--- src/rtl/alloc_ctrl.sv ---
// Rename/dispatch allocation controller: admits whole 4-slot groups against ROB and
// physical-register free counts, and sequences mispredict recovery through a FLUSH state.
module alloc_ctrl #(
    parameter int ROB_DEPTH = 64,
    parameter int PR_POOL   = 64,
    parameter int FLUSH_CYC = 4
) (
    input  logic       clk,
    input  logic       rst,
    input  logic       grp_val_in,
    input  logic [3:0] inst_val_in,
    input  logic [3:0] pr_need_in,
    input  logic       flush_in,
    input  logic [2:0] rob_cmt_cnt_in,
    input  logic [2:0] pr_ret_cnt_in,
    output logic       grp_ack_out,
    output logic [3:0] rob_alloc_en_out,
    output logic [3:0] pr_alloc_en_out,
    output logic       stall_out,
    output logic [6:0] rob_free_out,
    output logic [6:0] pr_free_out,
    output logic [1:0] state_out,
    output logic       err_out
);

    localparam int FC_W = (FLUSH_CYC > 1) ? $clog2(FLUSH_CYC) : 1;
    localparam logic [7:0]      ROB_MAX  = 8'(ROB_DEPTH);
    localparam logic [7:0]      PR_MAX   = 8'(PR_POOL);
    localparam logic [FC_W-1:0] FLUSH_LD = FC_W'(FLUSH_CYC - 1);

    typedef enum logic [1:0] {
        RUN   = 2'd0,
        STALL = 2'd1,
        FLUSH = 2'd2
    } state_t;

    state_t          state_q, state_d;
    logic [FC_W-1:0] fcnt_q, fcnt_d;
    logic [6:0]      rob_free_q, rob_free_d;
    logic [6:0]      pr_free_q, pr_free_d;
    logic            err_q, err_d;

    logic [2:0] n_rob, n_pr;
    logic       accept;
    logic [7:0] rob_sum, pr_sum;
    logic       rob_ovf, pr_ovf;

    function automatic logic [2:0] popcnt4(input logic [3:0] v);
        logic [2:0] c;
        c = '0;
        for (int i = 0; i < 4; i++) c = c + {2'b00, v[i]};
        return c;
    endfunction

    function automatic logic [7:0] nxt_cnt(input logic [6:0] cur, input logic [2:0] sub,
                                           input logic [2:0] add);
        return {1'b0, cur} - {5'b0, sub} + {5'b0, add};
    endfunction

    function automatic logic [6:0] sat_cnt(input logic [7:0] v, input logic [7:0] lim);
        return (v > lim) ? 7'(lim) : 7'(v);
    endfunction

    always_ff @(posedge clk) begin
        if (rst) begin
            state_q    <= RUN;
            fcnt_q     <= '0;
            rob_free_q <= 7'(ROB_MAX);
            pr_free_q  <= 7'(PR_MAX);
            err_q      <= 1'b0;
        end else begin
            state_q    <= state_d;
            fcnt_q     <= fcnt_d;
            rob_free_q <= rob_free_d;
            pr_free_q  <= pr_free_d;
            err_q      <= err_d;
        end
    end

    always_comb begin
        n_rob  = popcnt4(inst_val_in);
        n_pr   = popcnt4(inst_val_in & pr_need_in);
        // Admission looks only at registered counts; same-cycle returns help next cycle.
        accept = grp_val_in & ~flush_in & ~rst & (state_q != FLUSH) &
                 ({1'b0, rob_free_q} >= {5'b0, n_rob}) & ({1'b0, pr_free_q} >= {5'b0, n_pr});

        grp_ack_out      = accept;
        rob_alloc_en_out = inst_val_in & {4{accept}};
        pr_alloc_en_out  = inst_val_in & pr_need_in & {4{accept}};
        stall_out        = (grp_val_in & ~accept) | (state_q == FLUSH);

        rob_sum = nxt_cnt(rob_free_q, accept ? n_rob : 3'd0, rob_cmt_cnt_in);
        pr_sum  = nxt_cnt(pr_free_q, accept ? n_pr : 3'd0, pr_ret_cnt_in);
        rob_ovf = rob_sum > ROB_MAX;
        pr_ovf  = pr_sum > PR_MAX;

        state_d    = state_q;
        fcnt_d     = fcnt_q;
        rob_free_d = rob_free_q;
        pr_free_d  = sat_cnt(pr_sum, PR_MAX);
        err_d      = err_q | pr_ovf;

        if (flush_in) begin
            // Recovery squashes everything in flight, so the ROB is wholly free again.
            state_d    = FLUSH;
            fcnt_d     = FLUSH_LD;
            rob_free_d = 7'(ROB_MAX);
        end else if (state_q == FLUSH) begin
            if (fcnt_q == '0) state_d = RUN;
            else              fcnt_d  = fcnt_q - FC_W'(1);
        end else begin
            rob_free_d = sat_cnt(rob_sum, ROB_MAX);
            err_d      = err_d | rob_ovf;
            state_d    = (grp_val_in & ~accept) ? STALL : RUN;
        end
    end

    assign rob_free_out = rob_free_q;
    assign pr_free_out  = pr_free_q;
    assign state_out    = state_q;
    assign err_out      = err_q;

endmodule

--- config.mk ---
export PLATFORM = sky130hd
export DESIGN_NAME = alloc_ctrl
export DESIGN_NICKNAME = d
export VERILOG_FILES = /design/src/rtl/alloc_ctrl.sv
export SDC_FILE = /design/constraint.sdc
export NUM_CORES = 1
export LEC_CHECK = 0
export ABC_CLOCK_PERIOD_IN_PS = 7800
export CAP_MARGIN = 20
export CORE_UTILIZATION = 45
export DETAILED_ROUTE_END_ITERATION = 10
export PLACE_DENSITY = 0.75
export REMOVE_ABC_BUFFERS = 1
export SYNTH_ARGS = -nofsm -noshare
export SYNTH_HDL_FRONTEND = slang
export SYNTH_SLANG_ARGS = --single-unit
--- constraint.sdc ---
create_clock -name clk -period 7.8 [get_ports clk]
set_clock_uncertainty 0.2 [all_clocks]
set_input_delay 2.34 -clock clk [delete_from_list [all_inputs] [get_ports clk]]
set_output_delay 2.34 -clock clk [all_outputs]
set_load 0.01 [all_outputs]
==> impl_metrics.tcl <==
set metrics [dict create \
    via_count_of_the_first_global_routing_pass 1775 \
    grt.total_usage 0.2025 \
    route.antenna.remaining_nets 0 \
    grt_start_max_net_pins 12 \
    synth_area_leader_cell "ha_1" \
    post-dp-hpwl_um 3806 \
    drt-wirelength-per-cell_um 12.68 \
    placedInstanceArea_um2 2741 \
    num_vias 1939 \
    p_int_mw 0.5195 \
    layout_common_cells "inv_1 (46), ha_1 (34), clkdlybuf4s50_1 (28)" \
    worstHoldEndpoint "rob_free_out[0]$_SDFFE_PP0N_" \
    worst_setup_hold_path_clk_slew_ps 80 \
    power_density_nw_per_um2 323.4 \
    rows 24 \
    antenna-diode-count 0 \
    critPathKind "in2out" \
    power_switching_mw 0.4031 \
    place.port_buffers 44 \
    sequentialPowerShare 0.163 \
    met3_wirelength_um 203 \
    synth_adder_area_share 0.3020 \
    cts-root-to-sink-buffers 2 \
    firstDrtPassIters 4 \
    dieArea_um2 4859 \
    drt-total-wl_um 4768 \
    arrival_ps 5200 \
    period_needed_ps 7745 \
    number_of_antenna_violations_at_the_first_check_in_global_routing 0 \
    number_of_remaining_drc_errors 0 \
    endpoint_kind "primary output" \
    area_share_of_xor_xnor_cells_in_the_synthesized_design 0.03396 \
    timing.final.hold_violations 0 \
    synth_top_flop_cell "dfxtp_1" \
    postSynthAreaPerCell_um2 8.286 \
    instances_no_fill 376 \
    avgViaCountPerCell 5.157 \
    place.gp.congestion 0.8349 \
    async_reset_ff_frac 0 \
    timing.final.max_slew_violations 0 \
    clkSinkCount 19 \
    seq_area_frac_synth 0.1844 \
    highest_layer "met4" \
    synth.distinct_cells 44 \
    fmaxAchievable_ghz 0.1291 \
    synthCells 249 \
    clk_latency_worst_skew_pair_ps 270 \
    required_time_at_the_worst_slack_endpoint_ps 5260 \
    final_min_period_over_clock_period 0.9929 \
    post_synth_and_or_nand_nor_area_fraction 0.2189 \
    critPathLaunchType "input pin" \
    grt_setup_unrepaired "yes" \
    boundaryPins 45 \
    holdCritStartpoint "rob_free_out[0]$_SDFFE_PP0N_" \
    number_of_nets_in_the_layout 388 \
    synth_warnings 0 \
    share_comb_of_total_power 0.758 \
    yosys-mux-area-fraction 0.004851 \
    numCtsBuffers 3 \
    dr_wl_met2_um 2197 \
    synthDominantCellAreaShare 0.2244 \
    rr_endpoint "rob_free_out[3]$_SDFFE_PP0N_" \
    setup_viol 0 \
    largest_family_of_logic_cells_by_synthesized_area "adder cells" \
    detail_route.wirelength.met1_um 2305 \
    max-slew-margin-rel 0.5423 \
    dr.first_iter.drc_count 35 \
    hold_path_class "reg2reg" \
    number_of_flops_mapped_to_enable_cells_by_yosys 0 \
    placeableCoreArea_um2 4384 \
    reg2reg_slack_ps 3110 \
    flop_and_latch_count_out_of_synthesis 19 \
    fin_hold_ws_ps 323.0 \
    synth.cell_area_um2 2063 \
    die_width_um 69.71 \
    tritoncts "built" \
    synth_area_leaders "ha_1 (22%), dfxtp_1 (18%), inv_1 (8.7%), fa_1 (7.8%), and2_1 (6.4%)" \
    worst-path-max-fanout 4 \
    die_height_um 69.71 \
    share_of_cells_above_drive_strength_1 0.2068 \
    final_common_cell "inv_1" \
    clock-root-buffer "clkbuf_8" \
    initial_utilization 0.4706 \
    timing_worst_slew_pin_value_ps 681.3 \
    placed_cells_incl_taps 367 \
    synth_compound_gate_area_share 0.1649 \
    deepest_level_of_the_cts_h_tree 1 \
    post_layout_instance_area_um2 2853 \
    switching_share 0.4369 \
    grt_remaining_overflow 0 \
    outcome "complete, no violations" \
    grt_first_pass_wirelength_um 8073 \
    postCtsHoldBufs 0 \
    worst_r2r_start "pr_free_out[0]$_SDFF_PP0_" \
    timing.max_cap.violations 0 \
    power_frac_clock 0.079 \
    layout.core_utilization 0.6507 \
    irDropWorstVdd_v 0.0001718 \
    leakagePower_nw 1.330 \
    min_path_cells 1 \
    layout_overhead_on_the_synthesized_area_pct 38.27 \
    reg2regPathDepth 21 \
]
kinds of logic after synthesis:
logic type / count (synthesis)
XOR/XNOR: 8
multiplexers: 1
flip-flops: 19
AND/OR/NAND/NOR: 80
AO/OA/AOI/OAI: 46
buffers and inverters: 50
adder cells (fa/ha/maj): 45
power by group through the flow:
stage / logic (mW) / registers, mW / clock network, mW
after floorplan: 0.386 / 0.158 / 0
after global placement: 0.670 / 0.153 / 0
after detailed placement: 0.679 / 0.152 / 0
after CTS: 0.696 / 0.150 / 0.0713
after global routing: 0.776 / 0.155 / 0.0771
final: 0.700 / 0.150 / 0.0726
metal layers:
| layer | global-route usage | vias up |
|---|---|---|
| met1 | 0.2702 | 880 |
| met3 | 0.02616 | 9 |
| met2 | 0.3420 | 48 |
| met5 | 0 | - |
| li1 | - | 1002 |
| met4 | 0.05778 | 0 |
synthesized netlist by cell type (3+ instances only):
cell and instances:
and2_1 21, o311ai_0 3, nand4_1 3, ha_1 37, a21oi_1 10, a211oi_1 5
xnor2_1 5, nand2_1 3, nor2b_1 5, nor3_1 7, a32o_1 5, inv_1 48
dfxtp_1 19, nor2_1 23, fa_1 8, o21a_1 3, xor2_1 3, nor3b_1 3
o21ai_0 6
state kept, by name, indices dropped and copies added, names as in the netlist:
register	flops
pr_free_out	7
rob_free_out	7
fcnt_q	2
state_out	2
err_out	1
through the flow:
stage / worst slack (ps) / total power, mW / TNS [ps]
after floorplan: 169.3 / 0.5440 / 0
after global placement: -595.0 / 0.8230 / -8188
after detailed placement: -690.5 / 0.8307 / -11150
after CTS: 20.38 / 0.9179 / 0
after global routing: -59.06 / 1.008 / -200.4
final: 55.22 / 0.9226 / 0
worst max path at each step:
stage	from	to	slack, ps	cells past startpoint
2_1_floorplan	pr_need_in[0]	pr_alloc_en_out[0]	170	12
3_3_place_gp	inst_val_in[1]	pr_alloc_en_out[1]	-590	15
3_5_place_dp	inst_val_in[1]	pr_alloc_en_out[1]	-690	15
4_1_cts	pr_need_in[3]	pr_alloc_en_out[0]	20	16
5_1_grt	pr_need_in[3]	rob_alloc_en_out[0]	-60	16
6_report	pr_need_in[3]	rob_alloc_en_out[0]	60	16
cell type report:
cell class	count	area [um2]
repair buffers	73	624.3
fillers	401	1531
well taps	52	65.06
multi-input cells	180	1554
flip-flops and latches	19	380.4
inverters	48	182.7
clock buffers	3	41.29
clock inverters	1	5.005
critical path, cell delays in order:
cell and delay, ps:
clkbuf_2 80, and2_4 150, fa_1 480, ha_2 210
ha_4 280, inv_4 30, ha_4 260, nor2b_1 120
o21a_1 110, o21ai_1 60, a21bo_2 240, a221oi_4 330
buf_2 190, buf_6 110, and2_4 130, buf_6 90
what timing repair did:
item                                    CTS  global route
pin swaps                                16            12
endpoints found under the setup margin   23            23
buffers inserted                          3             1
endpoints found under the hold margin     0             0
gates resized for setup                  64            22
gates cloned                              1             0
No activity file was read; power rests on OpenSTA's default activity.
